===== config.mk =====
export PLATFORM = sky130hd
export DESIGN_NAME = branch_resolve_queue
export DESIGN_NICKNAME = d
export VERILOG_FILES = /design/src/rtl/branch_pkg.sv /design/src/rtl/brq_fifo_mem.sv /design/src/rtl/branch_resolve_queue.sv
export SDC_FILE = /design/constraint.sdc
export NUM_CORES = 1
export LEC_CHECK = 0
export BUFFER_PORTS_ARGS = -buffer_cell sky130_fd_sc_hd__buf_2
export CAP_MARGIN = 20
export CELL_PAD_IN_SITES_DETAIL_PLACEMENT = 2
export CELL_PAD_IN_SITES_GLOBAL_PLACEMENT = 2
export CORE_UTILIZATION = 38
export DETAILED_ROUTE_END_ITERATION = 8
export PLACE_DENSITY_LB_ADDON = 0.1
export SLEW_MARGIN = 20
export SYNTH_ARGS = -nofsm -noshare
export SYNTH_HDL_FRONTEND = slang
export SYNTH_SLANG_ARGS = --single-unit

===== constraint.sdc =====
create_clock -name clk -period 2.69 [get_ports clk]
set_input_delay 0.6725 -clock clk [delete_from_list [all_inputs] [get_ports clk]]
set_output_delay 0.6725 -clock clk [all_outputs]
set_load 0.1 [all_outputs]

===== src/rtl/branch_pkg.sv =====
// Shared definitions for the branch predictor and its resolve queue.
package branch_pkg;

   // Default BHT index width (predictor PC slice).
   localparam int LOWER_DEF = 5;

   // Width of one queue entry: {index, predicted taken}.
   localparam int ENTRY_W = LOWER_DEF + 1;

   // Two-bit saturating predictor states, shared with the BHT.
   typedef enum logic [1:0] {
      SNT = 2'b00,
      WNT = 2'b01,
      WT  = 2'b10,
      ST  = 2'b11
   } bht_state_t;

   // Queue fill state, derived from the entry count.
   typedef enum logic [1:0] {
      Q_EMPTY   = 2'b00,
      Q_PARTIAL = 2'b01,
      Q_FULL    = 2'b10
   } q_state_t;

   // Entry width for an arbitrary index width.
   function automatic int entry_width(input int lower);
      return lower + 1;
   endfunction

endpackage


===== src/rtl/brq_fifo_mem.sv =====
// Register array holding queued branch predictions; head entry read combinationally.
module brq_fifo_mem
   import branch_pkg::*;
#(
   parameter int WIDTH = ENTRY_W,
   parameter int DEPTH = 4
) (
   input  logic                     clk,
   input  logic                     we,
   input  logic [$clog2(DEPTH)-1:0] waddr,
   input  logic [WIDTH-1:0]         wdata,
   input  logic [$clog2(DEPTH)-1:0] raddr,
   output logic [WIDTH-1:0]         rdata
);

   logic [WIDTH-1:0] mem [DEPTH];

   // Write port: contents are not reset, only pointers/count are.
   always_ff @(posedge clk) begin
      if (we) begin
         mem[waddr] <= wdata;
      end
   end

   assign rdata = mem[raddr];

endmodule


===== src/rtl/branch_resolve_queue.sv =====
// In-order queue of in-flight branch predictions between fetch and execute.
module branch_resolve_queue
   import branch_pkg::*;
#(
   parameter int LOWER = LOWER_DEF,
   parameter int DEPTH = 4,
   parameter int CNT_W = 16
) (
   input  logic                   clk,
   input  logic                   arst,
   input  logic                   pred_valid,
   input  logic [LOWER-1:0]       pred_index,
   input  logic                   pred_taken,
   output logic                   pred_ready,
   input  logic                   res_valid,
   input  logic                   res_taken,
   input  logic                   res_jumped,
   output logic                   upd_en,
   output logic [LOWER-1:0]       upd_addr,
   output logic                   upd_taken,
   output logic                   mispredict,
   output logic                   underflow_err,
   output logic [$clog2(DEPTH):0] occupancy,
   output logic [CNT_W-1:0]       hit_count,
   output logic [CNT_W-1:0]       miss_count
);

   localparam int PTR_W = $clog2(DEPTH);
   localparam int EW    = entry_width(LOWER);
   localparam logic [PTR_W:0]   FULL_CNT = (PTR_W+1)'(DEPTH);
   localparam logic [PTR_W:0]   CNT_ONE  = (PTR_W+1)'(1);
   localparam logic [PTR_W-1:0] PTR_ONE  = PTR_W'(1);
   localparam logic [CNT_W-1:0] STAT_ONE = CNT_W'(1);

   logic [PTR_W-1:0] wr_ptr_reg, wr_ptr_next;
   logic [PTR_W-1:0] rd_ptr_reg, rd_ptr_next;
   logic [PTR_W:0]   count_reg, count_next;
   q_state_t         state_reg, state_next;

   logic             push, resolve, actual, miss, wr_en;
   logic [EW-1:0]    head;
   logic [LOWER-1:0] head_index;
   logic             head_taken;

   brq_fifo_mem #(
      .WIDTH (EW),
      .DEPTH (DEPTH)
   ) u_mem (
      .clk   (clk),
      .we    (wr_en),
      .waddr (wr_ptr_reg),
      .wdata ({pred_index, pred_taken}),
      .raddr (rd_ptr_reg),
      .rdata (head)
   );

   assign head_index = head[EW-1:1];
   assign head_taken = head[0];
   assign pred_ready = (count_reg != FULL_CNT);
   assign occupancy  = count_reg;

   // Handshake decode and pointer/count next-state; a mispredict flushes and drops any push.
   always_comb begin
      push        = pred_valid & pred_ready;
      resolve     = res_valid & (state_reg != Q_EMPTY);
      actual      = res_taken | res_jumped;
      miss        = resolve & (head_taken != actual);
      wr_en       = push & ~miss;
      wr_ptr_next = wr_ptr_reg;
      rd_ptr_next = rd_ptr_reg;
      count_next  = count_reg;
      if (miss) begin
         rd_ptr_next = wr_ptr_reg;
         count_next  = '0;
      end else begin
         if (push)    wr_ptr_next = wr_ptr_reg + PTR_ONE;
         if (resolve) rd_ptr_next = rd_ptr_reg + PTR_ONE;
         if (push && !resolve)      count_next = count_reg + CNT_ONE;
         else if (!push && resolve) count_next = count_reg - CNT_ONE;
      end
   end

   // Fill-state transitions, tracking the entry count.
   always_comb begin
      state_next = state_reg;
      case (state_reg)
         Q_EMPTY: begin
            if (push) state_next = Q_PARTIAL;
         end
         Q_PARTIAL: begin
            if (miss)                        state_next = Q_EMPTY;
            else if (count_next == FULL_CNT) state_next = Q_FULL;
            else if (count_next == '0)       state_next = Q_EMPTY;
         end
         Q_FULL: begin
            if (miss)         state_next = Q_EMPTY;
            else if (resolve) state_next = Q_PARTIAL;
         end
         default: state_next = Q_EMPTY;
      endcase
   end

   // Queue pointers, count and fill state.
   always_ff @(posedge clk or posedge arst) begin
      if (arst) begin
         wr_ptr_reg <= '0;
         rd_ptr_reg <= '0;
         count_reg  <= '0;
         state_reg  <= Q_EMPTY;
      end else begin
         wr_ptr_reg <= wr_ptr_next;
         rd_ptr_reg <= rd_ptr_next;
         count_reg  <= count_next;
         state_reg  <= state_next;
      end
   end

   // Registered BHT update, flush pulse, sticky underflow and saturating statistics.
   always_ff @(posedge clk or posedge arst) begin
      if (arst) begin
         upd_en        <= 1'b0;
         upd_addr      <= '0;
         upd_taken     <= 1'b0;
         mispredict    <= 1'b0;
         underflow_err <= 1'b0;
         hit_count     <= '0;
         miss_count    <= '0;
      end else begin
         upd_en     <= resolve;
         mispredict <= miss;
         if (resolve) begin
            upd_addr  <= head_index;
            upd_taken <= actual;
         end
         if (res_valid && state_reg == Q_EMPTY) underflow_err <= 1'b1;
         if (resolve && !miss && hit_count != '1)  hit_count  <= hit_count + STAT_ONE;
         if (miss && miss_count != '1)             miss_count <= miss_count + STAT_ONE;
      end
   end

endmodule


==> results of run 1 <==
==> cells in the mapped netlist (all sizes together), types with 2 or more instances <==
library cell / n
dfrtp: 50
nand2: 32
xnor2: 29
edfxtp: 24
and3: 12
nand4: 11
inv: 10
nor2: 10
ha: 9
nand3: 9
and4: 7
mux4: 6
o21ai: 6
xor2: 4
a31oi: 3
buf: 3
mux2: 3
a21boi: 2
a21oi: 2
and2: 2
clkbuf: 2
nand2b: 2
nor3: 2
nor3b: 2
==> stage by stage <==
stage	hold WS, ns	area [um^2]	cells
3_3_place_gp	0.456	3870	427
5_1_grt	0.432	4080	443
4_1_cts	0.407	4080	443
2_1_floorplan	0.516	3440	261
6_report	0.390	4080	443
3_5_place_dp	0.466	3870	427
==> worst max-delay path, cell delays in order, from the launching register on <==
cell	delay, ns
sky130_fd_sc_hd__dfrtp_2	0.41
sky130_fd_sc_hd__inv_1	0.10
sky130_fd_sc_hd__ha_1	0.24
sky130_fd_sc_hd__and2_1	0.18
sky130_fd_sc_hd__inv_1	0.07
sky130_fd_sc_hd__buf_2	0.42
==> metal layers <==
| layer | track usage, % | vias to the layer above | wire (um) |
|---|---|---|---|
| met5 | 0 | - | 0 |
| met4 | 7.35 | 0 | 143 |
| met3 | 3.09 | 11 | 230 |
| met2 | 32.6 | 41 | 4220 |
| met1 | 23.6 | 1220 | 3550 |
| li1 | - | 1086 | - |
==> final cells by class <==
class / count / area [um^2] / share of cell area (%)
multi-input combinational: 172 / 1390 / 33.9
clock inverter: 6 / 90.1 / 2.21
inverter: 10 / 37.5 / 0.919
timing repair buffer: 63 / 333 / 8.15
tap: 108 / 135 / 3.31
clock buffer: 10 / 128 / 3.12
sequential: 74 / 1970 / 48.3
==> power by group through the flow <==
stage | combinational, W | clock (W) | sequential (W)
floorplan | 0.000878 | 0 | 0.00264
global placement | 0.00225 | 0 | 0.00169
detailed placement | 0.00230 | 0 | 0.00171
CTS | 0.00232 | 0.000995 | 0.00169
global route | 0.00244 | 0.00104 | 0.00172
finish | 0.00229 | 0.000967 | 0.00168
==> how the worst min path moves through the flow <==
stage | endpoint | slack [ns] | startpoint | depth (start not counted)
after floorplan | wr_ptr_reg[0] | 0.52 | wr_ptr_reg[0] | 1
after global placement | upd_addr[3] | 0.46 | upd_addr[3] | 2
after detailed placement | underflow_err | 0.47 | underflow_err | 1
after CTS | underflow_err | 0.41 | arst | 2
after global routing | hit_count[9] | 0.43 | arst | 2
final | underflow_err | 0.39 | arst | 2
==> layout by cell type, fill, tap and decap left out, drive strengths merged, types with 4 or more instances in the layout <==
cell type,count
nand2,32
o21ai,6
and3,12
nand3,9
nor2,10
inv,11
xnor2,29
dfrtp,50
xor2,4
buf,63
mux4,6
clkbuf,10
ha,9
and4,7
edfxtp,24
nand4,11
==> logic make-up after synthesis <==
logic type | count (synthesis) | synth area share [%]
buffers and inverters | 15 | 2.19
xor gates and xnor gates | 33 | 9.18
muxes | 9 | 5.47
DFF | 74 | 57.4
adders and majority gates | 9 | 3.28
AOI/OAI and AO/OA | 26 | 6.31
and+or+nand+nor | 95 | 16.1
==> results.rst, run 1 <==
.. list-table::
   :header-rows: 1

   * - Metric
     - Value
   * - Status
     - finished, final reports clean
   * - Number of max-cap violations
     - 0
   * - Pre-CTS setup slack
     - ~0.3 ns
   * - Die Wd
     - 97.1 um
   * - CORE AREA
     - a little under 9000 um^2
   * - Count of buffers added by post-CTS timing repair for setup
     - 0
   * - Cells after synthesis
     - 261
   * - Capturing element type of the critical path
     - primary output
   * - Element type at the critical path start
     - flop
   * - Drt first pass iters
     - 4
   * - Final design utilization
     - 46.8%
   * - Maximum operating frequency
     - 409 MHz
   * - Cell types occupying the most area after synthesis
     - sky130_fd_sc_hd__dfrtp_1 36%, sky130_fd_sc_hd__edfxtp_1 21%, sky130_fd_sc_hd__xnor2_1 7.1%, sky130_fd_sc_hd__mux4_1 3.8%, sky130_fd_sc_hd__nand2_1 3.5%
   * - Power density over the cells
     - 1210 nW/um^2
   * - H-tree depth
     - 3
   * - Arrival @ worst endpoint
     - 1.77 ns
   * - Slew Viols, Final
     - 0
   * - Count of flip-flops with a built-in enable after synthesis
     - 24
   * - Final Hold Fails
     - 0
   * - Count of final setup violators
     - 0
   * - Maximum fanout along the worst path
     - 5
   * - Post-CTS Resized
     - 0
   * - Detailed-route wire length per cell
     - about 18 um
   * - Violation count after the first detailed-routing iteration
     - 63
   * - Effective utilization at floorplan
     - 39.4%
   * - Minimum setup slack among reg-to-reg paths
     - 0.31 ns
   * - Switching power
     - ~0.0024 W
   * - Combinational share of power
     - 46.4%
   * - Number of unique standard cell types used by synthesis
     - between 50 and 60
   * - Clock Sink Count
     - 74
   * - Category of the most critical setup path
     - flop to primary output
   * - Leakage component of the power
     - 1.85 nW
   * - Remaining antenna violation count
     - 0
   * - Final cycle utilization of the critical path
     - 90.9%
   * - Height of the die
     - between 90 and 100 um
   * - Initial antenna violation count
     - 0
   * - Io pins
     - 57
   * - Length in cells of the worst reg-to-reg path
     - 4
   * - Final-layout setup total negative slack
     - 0 ns
   * - Clock network power share
     - 19.6%
   * - Worst setup startpoint
     - occupancy[0]
   * - Required time reported for the critical path endpoint
     - 2.02 ns
   * - Detailed-route DRC error count
     - 0
   * - Syn nets
     - 282
   * - Clock input transition at the sequential cells of the worst setup and hold paths
     - 0.08 ns
   * - Largest registers ranked by flip-flop count
     - u_mem.mem: 24 flops, hit_count: 16 flops, miss_count: 16 flops
   * - Wire length of the first global-routing pass
     - roughly 14000 um
   * - Sequential cell area fraction in the yosys report
     - between 50 and 60%
   * - Worst min-delay path category
     - primary input to async pin
   * - Dominant cell type by area after synthesis
     - sky130_fd_sc_hd__dfrtp_1
   * - Weighted congestion reported at the end of routability-driven placement
     - around 0.74
   * - Syn Std Cell Area
     - 3430 um^2
   * - Pin count of the biggest net entering global routing
     - 27
   * - Switch share
     - between 40% and 50%
   * - Shortest clock period the worst path allows after layout
     - 2.44 ns
   * - Number of buffers inserted by port buffering
     - 56
   * - Internal power summed over all cells
     - about 0.0025 W
   * - CP Capture Point
     - pred_ready
   * - Total global routing overflow
     - 0
   * - Most flop-heavy register
     - u_mem.mem
   * - Proportion of register bits with asynchronous set or reset after synthesis
     - 67.6%
   * - Detailed-route vias per instance
     - about 5.3
   * - RSZ-0062 raised after global routing
     - no
   * - GRT Overall Usage
     - 18.9%
   * - Dominant synthesized flop cell
     - sky130_fd_sc_hd__dfrtp_1
   * - Number of CTS-inserted buffers
     - 9
   * - Core Rows
     - 34
   * - Clock tree root buffer cell
     - sky130_fd_sc_hd__clkbuf_8
   * - Vias in the first global route
     - 2602
   * - Count of hold-fix buffers inserted at cts
     - 0
   * - Worst slew margin relative to its limit
     - a little under three fifths
   * - Area growth from synthesis to final layout
     - 19.0%
   * - Nets
     - approximately 350
   * - Fraction of layout cells with a size suffix above 1
     - about 30%
   * - Part of the power in registers
     - 34.0%
   * - Worst slew pin tran
     - 0.655 ns
   * - PnR Total Power
     - between 0.004 and 0.005 W
   * - Fillers
     - around 900
   * - Avg Inst Size Synth
     - between 10 and 15 um^2
   * - Number of flip-flops in the largest register
     - 24
   * - Diode insertion count for antenna repair
     - 0
   * - Die area
     - 9420 um^2
   * - Bufs on Longest Clock Path
     - 2
   * - Peak supply drop
     - 0.000507 V
   * - Reg-to-reg endpoint
     - hit_count[1]
   * - Synth top area share
     - 36.4%
   * - Final HPWL DP
     - roughly 6000 um
   * - Beginning of the worst register-to-register path
     - rd_ptr_reg[1]
   * - Final wirelength
     - approximately 8100 um
   * - Post-Route Skew
     - about 0.014 ns
   * - Final Worst Setup Slack
     - 0.246 ns
   * - Via count
     - roughly 2400
   * - Number of register bits inferred by synthesis
     - 74
   * - Clock tree from TritonCTS
     - yes
   * - Clock latency at the later pin of the worst-skew pair
     - 0.35 ns
   * - Yosys synthesis warning count
     - 0
(Power assumes the default switching activity.)
==> run 2: changes to the inputs <==
--- a/config.mk
+++ b/config.mk
@@ -5,11 +5,12 @@
 export SDC_FILE = /design/constraint.sdc
 export NUM_CORES = 1
 export LEC_CHECK = 0
+export ABC_AREA = 1
 export BUFFER_PORTS_ARGS = -buffer_cell sky130_fd_sc_hd__buf_2
 export CAP_MARGIN = 20
 export CELL_PAD_IN_SITES_DETAIL_PLACEMENT = 2
 export CELL_PAD_IN_SITES_GLOBAL_PLACEMENT = 2
-export CORE_UTILIZATION = 38
+export CORE_UTILIZATION = 34
 export DETAILED_ROUTE_END_ITERATION = 8
 export PLACE_DENSITY_LB_ADDON = 0.1
 export SLEW_MARGIN = 20
==> run 2 against run 1 <==
Compared with the run above:
- worst hold slack better by 0.068 ns
- flip-flop and latch count stayed put
- critical path depth is 3 higher
- non-clock buffer count is 5 lower
- synthesized cell count is 53% higher
- largest power group unchanged
- routed wire length is 18% higher
==> results.rst, run 2 <==
.. list-table::
   :header-rows: 1

   * - Metric
     - Value
   * - Status
     - finished, final reports clean (unchanged)
   * - Mux cell area share after synthesis
     - 0% (was 5.47%)
   * - Total global routing overflow
     - 0 (unchanged)
   * - Peak supply drop
     - 0.00113 V (was 0.000507 V)
   * - Element type at the critical path start
     - flop (unchanged)
   * - Switching power
     - 0.00295 W (was 0.00242 W)
   * - PnR Total Power
     - 0.00536 W (was 0.00494 W)
   * - Number of register bits inferred by synthesis
     - 74 (unchanged)
   * - Dominant cell type by area after synthesis
     - sky130_fd_sc_hd__dfrtp_1 (unchanged)
   * - Die area
     - 11000 um^2 (was 9420 um^2)
   * - Category of the most critical setup path
     - flop to flop (was flop to primary output)
   * - Fillers
     - 1185 (was 879)
   * - Min-Delay Startpoint
     - underflow_err
   * - Combinational family with the most area after synthesis
     - simple AND/OR/NAND/NOR gates (unchanged)
   * - Number of max-cap violations
     - 0 (unchanged)
   * - Cell types occupying the most area after synthesis
     - sky130_fd_sc_hd__dfrtp_1 35%, sky130_fd_sc_hd__edfxtp_1 20%, sky130_fd_sc_hd__nand2_1 9.7%, sky130_fd_sc_hd__nor2_1 5.5%, sky130_fd_sc_hd__inv_1 4.7% (was sky130_fd_sc_hd__dfrtp_1 36%, sky130_fd_sc_hd__edfxtp_1 21%, sky130_fd_sc_hd__xnor2_1 7.1%, sky130_fd_sc_hd__mux4_1 3.8%, sky130_fd_sc_hd__nand2_1 3.5%)
   * - Count leader, synth
     - sky130_fd_sc_hd__nand2_1 (was sky130_fd_sc_hd__dfrtp_1)
   * - Io pins
     - 57 (unchanged)
   * - Synth top area share
     - 34.6% (was 36.4%)
   * - Sequential cell area
     - 1970 um^2 (unchanged)
   * - Leakage component of the power
     - 1.98 nW (was 1.85 nW)
   * - Weighted congestion reported at the end of routability-driven placement
     - 0.790 (was 0.738)
   * - Number of unique standard cell types used by synthesis
     - 33 (was 54)
   * - Most flop-heavy register
     - u_mem.mem (unchanged)
   * - Number of buffers inserted by port buffering
     - 56 (unchanged)
   * - H-tree depth
     - 3 (unchanged)
   * - Post-synthesis compound-gate area fraction
     - 5.92% (was 6.30%)
   * - Power density over the cells
     - 1270 nW/um^2 (was 1210 nW/um^2)
   * - Arithmetic-cell share of the synthesized area counting full adders, half adders and majority gates
     - 3.12% (was 3.28%)
   * - Final wirelength
     - 9600 um (was 8140 um)
   * - Worst slew margin relative to its limit
     - 54.3% (was 56.3%)
   * - Shortest clock period the worst path allows after layout
     - 2.37 ns (was 2.44 ns)
   * - Maximum operating frequency
     - 422 MHz (was 409 MHz)
   * - Multi-input gate area in the final layout
     - 1420 um^2 (was 1390 um^2)
   * - Height of the die
     - 105 um (was 97.1 um)
   * - Combinational share of power
     - 50.7% (was 46.4%)
   * - Drt first pass iters
     - 4 (unchanged)
   * - Sequential cell area fraction in the yosys report
     - 54.6% (was 57.4%)
   * - Simple-Gate Fraction of Synth Area
     - 23.4% (was 16.1%)
   * - Internal power summed over all cells
     - 0.00241 W (was 0.00251 W)
   * - Hold-critical path depth
     - 1
   * - Length in cells of the worst reg-to-reg path
     - 8 (was 4)
   * - Number of flip-flops in the largest register
     - 24 (unchanged)
   * - CORE AREA
     - 10300 um^2 (was 8720 um^2)
   * - Most numerous cell types in the synthesized netlist
     - 93 x sky130_fd_sc_hd__nand2_1, 53 x sky130_fd_sc_hd__nor2_1, 50 x sky130_fd_sc_hd__dfrtp_1 (was 50 x sky130_fd_sc_hd__dfrtp_1, 32 x sky130_fd_sc_hd__nand2_1, 28 x sky130_fd_sc_hd__xnor2_1)
   * - Final Hold Fails
     - 0 (unchanged)
   * - Required time reported for the critical path endpoint
     - 2.69 ns (was 2.02 ns)
   * - Via count
     - 2909 (was 2358)
   * - Capturing element type of the critical path
     - flop (was primary output)
   * - Most frequent standard cell in the layout excluding fill and tap cells
     - sky130_fd_sc_hd__nand2_1 (was sky130_fd_sc_hd__buf_2)
   * - Yosys synthesis warning count
     - 0 (unchanged)
   * - Detailed-route wire length per cell
     - 15.9 um (was 18.4 um)
   * - Part of the power in registers
     - 33.3% (was 34.0%)
   * - Effective utilization at floorplan
     - 35.0% (was 39.4%)
   * - Vias in the first global route
     - 3243 (was 2602)
   * - Violation count after the first detailed-routing iteration
     - 107 (was 63)
   * - Clock tree from TritonCTS
     - yes (unchanged)
   * - Wire length of the first global-routing pass
     - 16100 um (was 13800 um)
   * - Slew Viols, Final
     - 0 (unchanged)
   * - Proportion of register bits with asynchronous set or reset after synthesis
     - 67.6% (unchanged)
   * - Clock network power share
     - 16.0% (was 19.6%)
   * - Clock input transition at the sequential cells of the worst setup and hold paths
     - 0.08 ns (about the same)
   * - Avg Inst Size Synth
     - 9.03 um^2 (was 13.2 um^2)
   * - Count of final setup violators
     - 0 (unchanged)
   * - Initial antenna violation count
     - 0 (unchanged)
   * - Final-layout setup total negative slack
     - 0 ns (unchanged)
   * - Fraction of synthesized cell area in xor and xnor cells
     - 6.75% (was 9.18%)
   * - Syn Std Cell Area
     - 3610 um^2 (was 3430 um^2)
   * - Core Rows
     - 37 (was 34)
   * - Cells after synthesis
     - 400 (was 261)
   * - RSZ-0062 raised after global routing
     - no (unchanged)
   * - Count of buffers added by post-CTS timing repair for setup
     - 0 (unchanged)
   * - Clock tree root buffer cell
     - sky130_fd_sc_hd__clkbuf_8 (unchanged)
   * - Worst min-delay path category
     - flop to flop (was primary input to async pin)
   * - Dominant synthesized flop cell
     - sky130_fd_sc_hd__dfrtp_1 (unchanged)
   * - Pin count of the biggest net entering global routing
     - 51 (was 27)
   * - Clock Sink Count
     - 74 (unchanged)
   * - Post-Route Skew
     - 0.0120 ns (was 0.0140 ns)
   * - Number of CTS-inserted buffers
     - 9 (unchanged)
   * - Count of hold-fix buffers inserted at cts
     - 0 (unchanged)
   * - Detailed-route DRC error count
     - 0 (unchanged)
   * - Minimum setup slack among reg-to-reg paths
     - 0.32 ns (was 0.31 ns)
   * - Remaining antenna violation count
     - 0 (unchanged)
   * - Detailed-route vias per instance
     - 4.82 (was 5.32)
   * - Maximum fanout along the worst path
     - 15 (was 5)
   * - Count of flip-flops with a built-in enable after synthesis
     - 24 (unchanged)
   * - Arrival @ worst endpoint
     - 2.37 ns (was 1.77 ns)
   * - Largest registers ranked by flip-flop count
     - u_mem.mem: 24 flops, hit_count: 16 flops, miss_count: 16 flops (unchanged)
   * - Beginning of the worst register-to-register path
     - rd_ptr_reg[0] (was rd_ptr_reg[1])
   * - Die Wd
     - 105 um (was 97.1 um)
   * - Final cycle utilization of the critical path
     - 88.1% (was 90.9%)
   * - Leading cell types in the layout, fill and taps excluded
     - 92 x sky130_fd_sc_hd__nand2_1, 56 x sky130_fd_sc_hd__buf_2, 53 x sky130_fd_sc_hd__nor2_1 (was 56 x sky130_fd_sc_hd__buf_2, 48 x sky130_fd_sc_hd__dfrtp_1, 32 x sky130_fd_sc_hd__nand2_1)
   * - Reg-to-reg endpoint
     - u_mem.mem[2][2] (was hit_count[1])
   * - Clock latency at the later pin of the worst-skew pair
     - 0.36 ns (was 0.35 ns)
   * - Syn nets
     - 421 (was 282)
   * - Diode insertion count for antenna repair
     - 0 (unchanged)
   * - Switch share
     - 55.0% (was 49.1%)
   * - GRT Overall Usage
     - 19.0% (was 18.9%)
   * - Post-CTS Resized
     - 0 (unchanged)
   * - Fraction of layout cells with a size suffix above 1
     - 19.5% (was 29.3%)
   * - Nets
     - 483 (was 351)
   * - Worst hold path endpoint
     - underflow_err
   * - Final HPWL DP
     - 7160 um (was 6000 um)
   * - Area growth from synthesis to final layout
     - 17.1% (was 19.0%)
   * - Bufs on Longest Clock Path
     - 2 (unchanged)
   * - Worst slew pin tran
     - 0.686 ns (was 0.655 ns)
## run 2: cell types whose count changed after synthesis, moves of 6 or more
cell | before | now
sky130_fd_sc_hd__nand2_1 | 32 | 93
sky130_fd_sc_hd__nor2_1 | 9 | 53
sky130_fd_sc_hd__inv_1 | 10 | 45
sky130_fd_sc_hd__xnor2_1 | 28 | 9
sky130_fd_sc_hd__o21ai_0 | 5 | 20
sky130_fd_sc_hd__xor2_1 | 3 | 17
sky130_fd_sc_hd__nand3_1 | 9 | 21
sky130_fd_sc_hd__and3_1 | 11 | 0
sky130_fd_sc_hd__nor3_1 | 2 | 9
sky130_fd_sc_hd__and4_1 | 6 | 0
sky130_fd_sc_hd__o21ai_1 | 0 | 6
## run 2: worst max-delay path by stage
stage                  startpoint               to  slack, ns  cells past startpoint
floorplan            occupancy[0]  u_mem.mem[0][0]       0.14                      7
global placement       res_jumped  u_mem.mem[1][3]       0.46                      8
detailed placement  rd_ptr_reg[0]  u_mem.mem[2][5]       0.31                      8
CTS                 rd_ptr_reg[0]  u_mem.mem[2][2]       0.29                      8
global route        rd_ptr_reg[0]  u_mem.mem[1][2]       0.10                      8
finish              rd_ptr_reg[0]  u_mem.mem[2][2]       0.32                      8
## run 2: power by group through the flow
stage / logic (W) / registers [W] / clock network [W]
3_5_place_dp: 0.00275 / 0.00182 / 0
6_report: 0.00272 / 0.00179 / 0.000856
4_1_cts: 0.00277 / 0.00180 / 0.000890
5_1_grt: 0.00292 / 0.00184 / 0.000927
3_3_place_gp: 0.00269 / 0.00179 / 0
2_1_floorplan: 0.000977 / 0.00302 / 0
## run 2: area by class of cell
type | count | share of cell area, %
Clock inverter | 5 | 1.33
Inverter | 49 | 4.35
Multi-Input combinational cell | 270 | 33.6
Sequential cell | 74 | 46.7
Timing Repair Buffer | 58 | 6.98
Clock buffer | 11 | 3.10
Tap cell | 136 | 4.02
## run 2: cell families after synthesis
| group | count (synthesis) |
|---|---|
| flip-flops | 74 |
| buffers and inverters | 56 |
| AND/OR/NAND/NOR | 197 |
| AO/OA/AOI/OAI | 37 |
| XOR/XNOR | 27 |
| adder cells (fa/ha/maj) | 9 |
## run 2: routing by layer
metal	up-vias	track usage, %	share of wire [%]
met5	-	0	0
met4	0	7.55	1.6
met3	11	3.37	2.4
met2	40	33.1	50
met1	1454	23.3	46
li1	1404	-	-
## run 2: critical path, stage by stage (launching register included)
cell and delay, ns:
sky130_fd_sc_hd__dfrtp_1 0.63, sky130_fd_sc_hd__inv_2 0.19, sky130_fd_sc_hd__nand2_1 0.11, sky130_fd_sc_hd__nand3_1 0.09, sky130_fd_sc_hd__nand3_1 0.10, sky130_fd_sc_hd__nand2_2 0.10, sky130_fd_sc_hd__nand2_4 0.13, sky130_fd_sc_hd__nand2_1 0.21
sky130_fd_sc_hd__nor2_1 0.46
## run 2: metrics by stage
| stage | util (%) | cell area (um^2) | setup slack (ns) | hold WS (ns) | std cells |
|---|---|---|---|---|---|
| floorplan | - | 3620 | 0.144 | 0.506 | 400 |
| global placement | 39.2 | 4040 | 0.463 | 0.440 | 587 |
| detailed placement | 39.2 | 4040 | 0.306 | 0.447 | 587 |
| CTS | 41.0 | 4230 | 0.293 | 0.464 | 603 |
| global route | 41.0 | 4230 | 0.105 | 0.483 | 603 |
| finish | 41.0 | 4230 | 0.321 | 0.458 | 603 |
